## src/rtl/fetch_ctrl.sv

```systemverilog
// Instruction-fetch sequencer: owns the PC, issues one request at a time to a
// stalling instruction memory, holds the returned word until decode takes it.
//
// state  | meaning
// FETCH  | idle; issue request at pc unless halt/redirect this cycle
// WAIT   | request outstanding, response will be accepted
// FLUSH  | request outstanding, response will be discarded (redirected)
// HOLD   | fetched instruction presented to decode, waiting for consumption
// HALTED | decode retired HALT; terminal until rst
// ERR    | memory error or response timeout; terminal until rst
module fetch_ctrl #(
  parameter logic [15:0] RESET_PC = 16'h0000,
  parameter logic [15:0] NOP      = 16'h0800,
  parameter int unsigned TIMEOUT  = 32
) (
  input  logic        clk,
  input  logic        rst,
  input  logic        halt,
  input  logic        redirect,
  input  logic [15:0] redirect_pc,
  input  logic        stall_in,
  input  logic        mem_done,
  input  logic        mem_err,
  input  logic [15:0] mem_data,
  output logic        mem_en,
  output logic [15:0] mem_addr,
  output logic [15:0] instr,
  output logic        valid,
  output logic [15:0] pc_out,
  output logic [15:0] pc2,
  output logic        err,
  output logic        halted
);

  typedef enum logic [2:0] {
    FETCH  = 3'd0,
    WAIT   = 3'd1,
    FLUSH  = 3'd2,
    HOLD   = 3'd3,
    HALTED = 3'd4,
    ERR    = 3'd5
  } state_t;

  // Down-counter loaded on request; zero is the last cycle allowed without a response.
  localparam logic [7:0] TO_LOAD = 8'(TIMEOUT - 1);

  state_t      state, state_nxt;
  logic [15:0] pc, pc_nxt;
  logic [15:0] pc_inc;
  logic [7:0]  cnt, cnt_nxt, cnt_dec;
  logic        tmo;
  logic [15:0] instr_nxt, pc_out_nxt, pc2_nxt;
  logic        valid_nxt, err_nxt, halted_nxt;

  assign pc_inc   = pc + 16'd2;
  assign tmo      = (cnt == 8'd0);
  assign cnt_dec  = tmo ? cnt : cnt - 8'd1;
  assign mem_en   = (state == FETCH) & ~halt & ~redirect;
  assign mem_addr = pc;

  always_ff @(posedge clk) begin
    if (rst) begin
      state  <= FETCH;
      pc     <= RESET_PC;
      cnt    <= TO_LOAD;
      instr  <= NOP;
      valid  <= 1'b0;
      pc_out <= RESET_PC;
      pc2    <= RESET_PC + 16'd2;
      err    <= 1'b0;
      halted <= 1'b0;
    end else begin
      state  <= state_nxt;
      pc     <= pc_nxt;
      cnt    <= cnt_nxt;
      instr  <= instr_nxt;
      valid  <= valid_nxt;
      pc_out <= pc_out_nxt;
      pc2    <= pc2_nxt;
      err    <= err_nxt;
      halted <= halted_nxt;
    end
  end

  always_comb begin
    state_nxt  = state;
    pc_nxt     = pc;
    cnt_nxt    = cnt;
    instr_nxt  = instr;
    valid_nxt  = valid;
    pc_out_nxt = pc_out;
    pc2_nxt    = pc2;
    err_nxt    = err;
    halted_nxt = halted;

    unique case (state)
      FETCH: begin
        if (halt) begin
          state_nxt  = HALTED;
          halted_nxt = 1'b1;
        end else if (redirect) begin
          pc_nxt = redirect_pc;
        end else begin
          state_nxt = WAIT;
          cnt_nxt   = TO_LOAD;
        end
      end

      WAIT: begin
        if (redirect) begin
          pc_nxt = redirect_pc;
          if (mem_done) begin
            state_nxt = FETCH;
          end else begin
            state_nxt = FLUSH;
            cnt_nxt   = cnt_dec;
          end
        end else if (mem_done && mem_err) begin
          state_nxt = ERR;
          err_nxt   = 1'b1;
        end else if (mem_done) begin
          state_nxt  = HOLD;
          instr_nxt  = mem_data;
          valid_nxt  = 1'b1;
          pc_out_nxt = pc;
          pc2_nxt    = pc_inc;
          pc_nxt     = pc_inc;
        end else if (tmo) begin
          state_nxt = ERR;
          err_nxt   = 1'b1;
        end else begin
          cnt_nxt = cnt_dec;
        end
      end

      FLUSH: begin
        if (redirect) pc_nxt = redirect_pc;
        if (mem_done) begin
          state_nxt = FETCH;
        end else if (tmo) begin
          state_nxt = ERR;
          err_nxt   = 1'b1;
        end else begin
          cnt_nxt = cnt_dec;
        end
      end

      HOLD: begin
        if (redirect) begin
          state_nxt = FETCH;
          valid_nxt = 1'b0;
          instr_nxt = NOP;
          pc_nxt    = redirect_pc;
        end else if (!stall_in) begin
          state_nxt = FETCH;
          valid_nxt = 1'b0;
          instr_nxt = NOP;
        end
      end

      HALTED, ERR: begin
        valid_nxt = 1'b0;
        instr_nxt = NOP;
      end

      default: begin
        state_nxt = FETCH;
        valid_nxt = 1'b0;
        instr_nxt = NOP;
      end
    endcase
  end

endmodule

```

## config.mk

```make
export PLATFORM = sky130hd
export DESIGN_NAME = fetch_ctrl
export DESIGN_NICKNAME = d
export VERILOG_FILES = /design/src/rtl/fetch_ctrl.sv
export SDC_FILE = /design/constraint.sdc
export NUM_CORES = 1
export LEC_CHECK = 0
export CAP_MARGIN = 20
export CORE_MARGIN = 2
export CORE_UTILIZATION = 43
export CTS_CLUSTER_SIZE = 40
export DETAILED_ROUTE_END_ITERATION = 6
export PLACE_DENSITY = 0.85
export RECOVER_POWER = 100
export REMOVE_ABC_BUFFERS = 1
export SLEW_MARGIN = 20
export SYNTH_ARGS = -nofsm -noshare
export SYNTH_HDL_FRONTEND = slang
export SYNTH_SLANG_ARGS = --single-unit
```

## constraint.sdc

```tcl
create_clock -name clk -period 1.7 [get_ports clk]
set_input_delay 0.34 -clock clk [delete_from_list [all_inputs] [get_ports clk]]
set_output_delay 0.34 -clock clk [all_outputs]
set_load 0.005 [all_outputs]
```

* Yosys cells after proc, flatten, opt, wreduce, memory -nomap -nowiden
Index checks and enable logic that the tools add are counted.
Cells by class: mux-type cells 43, reduce and logical (&&, ||, !) cells 16, divide/modulo/power cells 0, shift-type cells 0, bitwise logic cells 7, order comparisons 0, $add $sub $neg 2, equal/unequal tests 15, $mul 0
Operators with widths (number):
- $mux W16 | 10
- $pmux W16 S3 | 2
- $mux W8 | 8
- $mux W3 | 9
- $pmux W8 S3 | 1
- $add A16 B2 Y16 const B | 1
- $ne A3 B3 Y1 const B | 5
- $pmux W3 S5 | 1
- $ne A2 B2 Y1 const B | 5
- $reduce_and A5 Y1 | 2
- $mux W1 | 9
- $logic_not A8 Y1 | 1
- $reduce_and A4 Y1 | 2
- $sub A8 B1 Y8 const B | 1
- $eq A3 B2 Y1 const B | 2
- $eq A3 B3 Y1 const B | 2
- $reduce_bool A3 Y1 | 2
- $reduce_or A2 Y1 | 3
- $not A1 Y1 | 5
- $reduce_and A2 Y1 | 2
- $eq A3 B1 Y1 const B | 1
- $logic_not A3 Y1 | 1
- $pmux W1 S3 | 1
- $reduce_and A3 Y1 | 1
- other kinds (5) | 6
Storage, ports and cells: bits of input ports 39, word-level logic and storage cells 92, bits in latches 0, bits in registers 78, memories 0, output and inout port bits 68, memory bits (read-only) 0, bits in writable memories 0

* Longest topological paths before layout
Gate-level depths: netlist of run 1.
depth in word-level cells 7, mapped depth 8, mapped depth without buffers 7

* Worst setup path before layout of run 1
OpenSTA, ideal clock, no wires.
path type reg-to-reg, start point register cnt[3], end point register cnt[1], arrival 1698 ps, path slack -137 ps, cell stages (with the launch flop) 6, required time 1562 ps, cells stage by stage dfxtp_1 -> or4_4 -> nor4b_4 -> nor3_1 -> nand2_1 -> o221ai_1
On the way: cells in the longest elaborated chain, start to end 7
RTL lines:
- start: declaration | line 50 | logic [7:0] cnt, cnt_nxt, cnt_dec;
- start signal: assignment | line 75 | cnt <= cnt_nxt;
- $logic_not A8 Y1 (*) | line 56 | assign tmo = (cnt == 8'd0);
- $mux W8 | line 57 | assign cnt_dec = tmo ? cnt : cnt - 8'd1;
- $mux W8 | line 128, 140
- $mux W8 | line 138 | if (mem_done) begin
- $mux W8 | line 118 | end else if (mem_done && mem_err) begin
- $mux W8 | line 110 | if (redirect) begin
- $pmux W8 S3 (*) | line 96 | unique case (state)
Mark *: on every way between the ends. The rest lies on a longest branch, timed or not. The select of a mux whose other input is x is not followed. A chain may end at the register's enable or synchronous reset.

* Final worst setup path of run 1
start point input port mem_err, end point register pc[9] (netlist: mem_addr[9])
On the way: cells in the longest elaborated chain, start to end 3
RTL lines:
- start: declaration | line 23 | input logic mem_err,
- $logic_and A1 B1 Y1 | line 118
- $ne A3 B3 Y1 (no line)
- $reduce_and A4 Y1 (no line)
- end signal: assignment | line 74 | pc <= pc_nxt;
- end: declaration | line 48 | logic [15:0] pc, pc_nxt;
Every way passes these cells.

==> impl_metrics.py, run 1 <==
metrics = {
    "outcome": {
        "status": "finished, violations left",
        "failed_checks": "negative setup slack",
    },
    "logic_synthesis": {
        "synth-async-reset-ratio_pct": 0,
        "synth_area_leaders": "dfxtp_1 (43%), a21oi_1 (7.0%), nand2_1 (6.4%)",
        "synth.avg_cell_area_um2": 7.94,
        "synth-edff-count": 0,
        "synth_top_area_cell": "dfxtp_1",
        "synthCells": 453,
        "yosysUniqueCellTypes": 47,
        "ys_ff_latch": 77,
        "synth.most_common_cell": "dfxtp_1",
        "ys.warnings.count": 0,
        "syn-cell-area_um2": 3600,
        "synth.cells.most_frequent": "dfxtp_1 (77), nand2_1 (61), nor2_1 (53)",
        "ys.flop_type": "dfxtp_1",
        "synth.top_cell.area_share_pct": 42.9,
        "yosysSeqAreaShare_pct": 42.9,
    },
    "grt": {
        "grt-busiest-layer": "met2",
        "gr-usage-met1_pct": 30.5,
        "antenna_found_initial": 0,
        "grt_pass1_vias": 3851,
        "grt_use_met3_pct": 6.32,
        "gr-usage-all-layers_pct": 25.5,
        "grt_max_degree": 55,
        "gr-total-overflow": 0,
        "grt_pass1_wl_um": 18000,
        "grt.met2_usage_pct": 45.1,
    },
    "timing": {
        "post-route-period-util_pct": 117,
        "min_period_ns": 1.98,
        "worst_pin_slew_ns": 0.674,
        "finalSetupViolations": 75,
        "finalHoldViolCount": 0,
        "whs_ns": 0.313,
        "fin_skew_ns": 0.0207,
        "finalMaxSlewViolations": 0,
        "timing.final.ws_setup_ns": -0.283,
        "rsz0062_at_grt": "true",
        "fmax_mhz": 504,
        "slew_headroom_pct": 55.0,
    },
    "floorplan": {
        "die_height_um": 95.4,
        "io_pins": 107,
        "die_w_um": 95.4,
        "initial_core_util_pct": 44.0,
        "dieArea_um2": 9110,
        "coreArea_um2": 8180,
        "row_count": 33,
    },
    "run": {
        "drv_cap": 0,
    },
    "route": {
        "drt_iter0_drc": 335,
        "final_antenna_net_count": 0,
        "vias_per_cell": 6.17,
        "routedWlPerCell_um": 22.0,
        "via_count": 4489,
        "drc": 0,
        "firstDrtPassIters": 6,
        "routed_wl_um": 16000,
    },
    "pwr": {
        "p_leak_uw": 0.00260,
        "ir_worst_vdd_uv": 717,
        "cellPowerDensity_nw_per_um2": 762,
    },
    "setup_path": {
        "critPathArrivalTime_ns": 2.20,
        "cp-end-kind": "flip-flop",
        "crit_path_max_fanout": 16,
        "start_kind": "primary input",
        "critical_path_class": "in2reg",
        "worstPathRequired_ns": 1.92,
    },
    "cells_and_area": {
        "area_growth_pct": 77.7,
        "antenna_cells": 0,
        "final_core_utilization_pct": 78.2,
        "fillers": 508,
        "fin_area_um2": 6390,
        "drive_gt1_share_pct": 36.6,
        "nets": 661,
    },
    "placement": {
        "io_buffers": 106,
        "placedInstanceArea_um2": 5160,
        "place_congestion": 0.954,
        "dp_hpwl_um": 7880,
    },
    "clock_tree": {
        "h-tree-depth": 3,
        "clock-sinks": 77,
        "hold_buffers": 0,
        "ctsRootBufferMaster": "clkbuf_8",
        "cts_buffer_depth": 2,
        "clock_latency_ns": 0.37,
        "path_clk_slew_ns": 0.09,
        "numCtsBuffers": 9,
        "cts_tree": "yes",
    },
    "min_path": {
        "min_path_type": "in2reg",
    },
}
[power by group]
part / leakage (µW) / internal, µW / switching, µW
registers: 0.000631 / 1890 / 83.8
clock network: 0.000105 / 859 / 750
logic: 0.00187 / 621 / 668
[stage by stage]
stage | setup WS (ns) | total power [µW] | std cells | setup TNS, ns
global placement | -0.431 | 2900 | 691 | -25.49
global route | -0.321 | 5000 | 728 | -13.63
finish | -0.283 | 4870 | 728 | -11.37
CTS | -0.215 | 4500 | 709 | -3.01
floorplan | -1.87 | 2360 | 414 | -88.52
detailed placement | -0.529 | 2940 | 691 | -29.01
[final cells by class]
cell class / instances / area, µm² / area share, %
Multi-Input combinational cell: 324 / 2390 / 37.4
Timing Repair Buffer: 194 / 2040 / 31.9
Sequential cell: 77 / 1570 / 24.5
Clock buffer: 11 / 141 / 2.21
Tap cell: 105 / 131 / 2.06
Clock inverter: 4 / 72.6 / 1.14
Inverter: 13 / 48.8 / 0.764
[logic make-up (layout without fill, tap and decap cells)]
kind of cell    after synthesis  in the layout  synth area share, %
xor+xnor                     14             14                 3.41
simple gates                170            170                 22.1
compound gates              134            134                 23.6
fa+ha+maj                     3              3                 1.04
mux                           3              3                0.835
buf+inv                      52            222                 6.19
flops                        77             77                 42.9
[metal layers]
metal	vias to the layer above	part of all wire [%]	wire (µm)
li1	1938	-	-
met1	2130	35	5540
met2	319	49	7770
met3	102	9.9	1590
met4	0	6.9	1100
met5	-	0	0
[what timing repair did]
| action | CTS | global route |
|---|---|---|
| gates resized for setup | 27 | 180 |
| setup endpoints to repair | 60 | 88 |
| pin swaps | 5 | 84 |
| cloned | 1 | 9 |
| setup buffers | 2 | 11 |
[critical path: stages]
cell and delay (ns):
clkdlybuf4s50_1 0.53, nor3b_2 0.34, o21ai_2 0.13, a21o_1 0.27, buf_12 0.17, a21oi_1 0.25
o32ai_2 0.16
[path summary, 6_finish.rpt]
path                                 from          end  slack [ns]  depth (start not counted)
worst min register to register  pc_out[5]    pc_out[5]        0.47                          2
worst max-delay path              mem_err  mem_addr[9]       -0.28                          7
worst min-delay path                  rst    pc_out[7]        0.31                          2
worst max register to register   state[0]     state[0]       -0.26                          6
[registers in the layout (all words and copies together), names as in the netlist]
name      flops
state         3
cnt           8
pc2          15
mem_addr     16
err           1
instr        16
pc_out       16
halted        1
valid         1
[cell usage in the layout (no fill, tap or decap), types with 8 or more instances in the layout]
cell / Yosys / routed
nand2_4: 0 / 14
buf_6: 0 / 19
a21oi_1: 50 / 19
clkdlybuf4s50_1: 0 / 91
buf_4: 3 / 51
o21ai_0: 22 / 11
dfxtp_1: 77 / 61
nor2_1: 53 / 45
buf_12: 0 / 8
a22oi_2: 0 / 13
inv_1: 13 / 13
xnor2_1: 8 / 8
nand2_1: 61 / 45
dfxtp_2: 0 / 14
a21oi_2: 0 / 31
dlymetal6s2s_1: 0 / 9
clkbuf_8: 0 / 10
nand3_1: 10 / 8
Note: power is estimated with default switching activity, not from simulation.
==> run 2: changes to the inputs <==
--- a/config.mk
+++ b/config.mk
@@ -5,12 +5,15 @@
 export SDC_FILE = /design/constraint.sdc
 export NUM_CORES = 1
 export LEC_CHECK = 0
+export ABC_AREA = 1
 export CAP_MARGIN = 20
+export CELL_PAD_IN_SITES_DETAIL_PLACEMENT = 0
+export CELL_PAD_IN_SITES_GLOBAL_PLACEMENT = 1
 export CORE_MARGIN = 2
-export CORE_UTILIZATION = 43
+export CORE_UTILIZATION = 30
 export CTS_CLUSTER_SIZE = 40
 export DETAILED_ROUTE_END_ITERATION = 6
-export PLACE_DENSITY = 0.85
+export PLACE_DENSITY = 0.84
 export RECOVER_POWER = 100
 export REMOVE_ABC_BUFFERS = 1
 export SLEW_MARGIN = 20
==> impl_metrics.py, run 2 <==
metrics = {
    "clock_tree": {
        "ctsRootBufferMaster": "clkbuf_16",
        "clock_latency_ns": 0.34,
        "cts_tree": "yes",
        "hold_buffers": 0,
        "h-tree-depth": 3,
        "path_clk_slew_ns": 0.06,
        "numCtsBuffers": 9,
        "cts_buffer_depth": 2,
        "clock-sinks": 77,
    },
    "pwr": {
        "p_int_uw": 3650,
        "ir_worst_vdd_uv": 477,
        "cellPowerDensity_nw_per_um2": 928,
        "p_clk_share_pct": 40.8,
        "switching_share_pct": 27.6,
        "comb_power_share_pct": 19.3,
        "p_sw_uw": 1400,
        "p_seq_share_pct": 39.9,
        "p_leak_uw": 0.00237,
    },
    "grt": {
        "gr-usage-all-layers_pct": 16.9,
        "grt_pass1_vias": 3671,
        "antenna_found_initial": 0,
        "gr-total-overflow": 0,
        "grt_max_degree": 40,
        "grt_pass1_wl_um": 17600,
    },
    "run": {
        "drv_cap": 0,
    },
    "logic_synthesis": {
        "synth_compound_area_share_pct": 18.3,
        "ys.warnings.count": 0,
        "synth.cells.most_frequent": "nand2_1 (138), dfxtp_1 (77), a21oi_1 (76)",
        "synth_mux_area_share_pct": 0,
        "ys_ff_latch": 77,
        "synth-edff-count": 0,
        "synthXorXnorAreaFrac_pct": 0.720,
        "synth_top_family_by_area": "simple AND/OR/NAND/NOR gates",
        "synth.avg_cell_area_um2": 7.03,
        "synth-simple-area-share_pct": 28.3,
        "synth.top_cell.area_share_pct": 42.2,
        "synth_top_area_cell": "dfxtp_1",
        "synth_area_leaders": "dfxtp_1 (42%), nand2_1 (14%), a21oi_1 (10%)",
        "synth-async-reset-ratio_pct": 0,
        "synthCells": 519,
        "yosysSeqAreaShare_pct": 42.2,
        "synth.most_common_cell": "nand2_1",
        "ys.flop_type": "dfxtp_1",
        "synthAdderAreaFrac_pct": 1.03,
        "syn-cell-area_um2": 3650,
        "yosysUniqueCellTypes": 34,
    },
    "floorplan": {
        "die_height_um": 114,
        "initial_core_util_pct": 30.5,
        "coreArea_um2": 12000,
        "dieArea_um2": 13100,
        "die_w_um": 114,
        "io_pins": 107,
        "row_count": 40,
    },
    "timing": {
        "final.setup.tns_ns": 0,
        "finalMaxSlewViolations": 0,
        "finalHoldViolCount": 0,
        "fmax_mhz": 604,
        "worst_pin_slew_ns": 0.488,
        "slew_headroom_pct": 67.5,
        "fin_skew_ns": 0.00923,
        "post-route-period-util_pct": 97.3,
        "finalSetupViolations": 0,
        "min_period_ns": 1.65,
    },
    "setup_path": {
        "reg2reg_to": "mem_addr[13]",
        "critical_path_class": "reg2out",
        "worstPathRequired_ns": 1.36,
        "crit_family": "buffers and inverters",
        "r2r-start": "state[0]",
        "path_buf_inv": 2,
        "cp-end-kind": "output pin",
        "critPathArrivalTime_ns": 1.31,
        "rrSetupSlack_ns": 0.11,
        "start_kind": "flip-flop",
        "crit_path_cell_trace": "buf_4 -> clkdlybuf4s50_1",
        "cpPeakStageDelay_ns": 0.49,
        "rr_worst_depth": 10,
        "crit_path_max_fanout": 3,
        "crit_slowest_cell": "clkdlybuf4s50_1",
    },
    "placement": {
        "placedInstanceArea_um2": 5080,
        "dp_hpwl_um": 8140,
        "place_congestion": 0.864,
        "io_buffers": 106,
        "placedCellCount": 791,
    },
    "min_path": {
        "min_from": "rst",
        "min_path_type": "in2reg",
        "hold_end": "state[1]",
        "holdPathStages": 4,
    },
    "cells_and_area": {
        "drive_gt1_share_pct": 14.7,
        "fin_cells": 809,
        "final_common_cell": "nand2_1",
        "antenna_cells": 0,
        "nets": 699,
        "fin_area_um2": 5440,
        "fillers": 1191,
        "area_growth_pct": 49.1,
        "mostFrequentLayoutCells": "nand2_1 (137), a21oi_1 (76), dfxtp_1 (71), clkdlybuf4s50_1 (59), inv_1 (47)",
    },
    "route": {
        "routed_wl_um": 11000,
        "firstDrtPassIters": 5,
        "vias_per_cell": 4.79,
        "drt_iter0_drc": 191,
        "drc": 0,
        "final_antenna_net_count": 0,
        "routedWlPerCell_um": 13.5,
        "via_count": 3873,
    },
    "outcome": {
        "status": "completed",
    },
}
## run 2: cell count changes in the layout (fill, tap and decap cells not counted), sizes merged, moves of 9 or more
cell	before	now
dlymetal6s2s	9	0
clkdlybuf4s50	91	59
o21ai	22	47
nand2	61	145
a21oi	50	76
dlygate4sd3	0	45
nor2	53	41
nand3	10	31
inv	13	54
a22oi	15	0
buf	81	42
## run 2: kinds of logic (layout without fill, tap and decap cells)
logic type      Yosys count  in the layout
compound gates          129            129
flops                    77             77
buf+inv                  75            218
xor+xnor                  3              3
simple gates            232            232
fa+ha+maj                 3              3
## run 2: worst max-delay path by stage
stage | start | endpoint | slack, ns | depth (start not counted)
CTS | state[0] | mem_en | 0.003 | 6
finish | mem_addr[3] | mem_addr[3] | 0.05 | 2
detailed placement | redirect | cnt[4] | -0.28 | 10
global route | state[0] | valid | -0.009 | 9
global placement | halt | mem_en | -0.18 | 5
floorplan | state[0] | pc2[12] | -0.04 | 10
## run 2: worst min-delay path, cell delays in order
cell and delay [ns]:
buf_2 0.11, inv_1 0.10, nand2_1 0.09, inv_1 0.03
## run 2: power by group through the flow
stage | Combinational (µW) | Clock, µW | Sequential (µW)
floorplan | 456 | 0 | 2030
global placement | 971 | 0 | 2040
detailed placement | 989 | 0 | 2040
CTS | 997 | 2100 | 2010
global route | 1080 | 2180 | 2030
finish | 975 | 2060 | 2010
## run 2: layout make-up
class | instances | area, µm² | area share (%)
clock buffer | 11 | 233 | 4.28
clock inverter | 5 | 85.1 | 1.56
inverter | 54 | 210 | 3.86
multi-input combinational | 367 | 1800 | 33.1
sequential | 77 | 1550 | 28.5
tap | 147 | 184 | 3.38
timing repair buffer | 148 | 1380 | 25.3
## run 2: metal layers
layer | GRT usage (%) | wire length, µm | vias to the layer above
met4 | 5.37 | 141 | 0
met5 | 0 | 0 | -
met3 | 3.44 | 480 | 12
met2 | 28.1 | 5130 | 82
met1 | 22.1 | 5210 | 1806
li1 | - | - | 1973
## run 2: timing repair
action / 4_1_cts / 5_1_grt
gates cloned: 0 / 0
hold endpoints to repair: 0 / 0
pin swaps: 1 / 1
buffers inserted: 0 / 2
setup endpoints to repair: 2 / 36
gates resized for setup: 4 / 17
## run 2: through the flow
stage | hold slack, ns | util (%) | setup slack [ns] | total power (µW)
floorplan | 0.409 | - | -0.0429 | 2490
global placement | 0.438 | 42.5 | -0.176 | 3010
detailed placement | 0.441 | 42.5 | -0.277 | 3030
CTS | 0.357 | 45.2 | 0.00315 | 5100
global route | 0.391 | 45.5 | -0.00878 | 5300
finish | 0.366 | 45.5 | 0.0455 | 5050
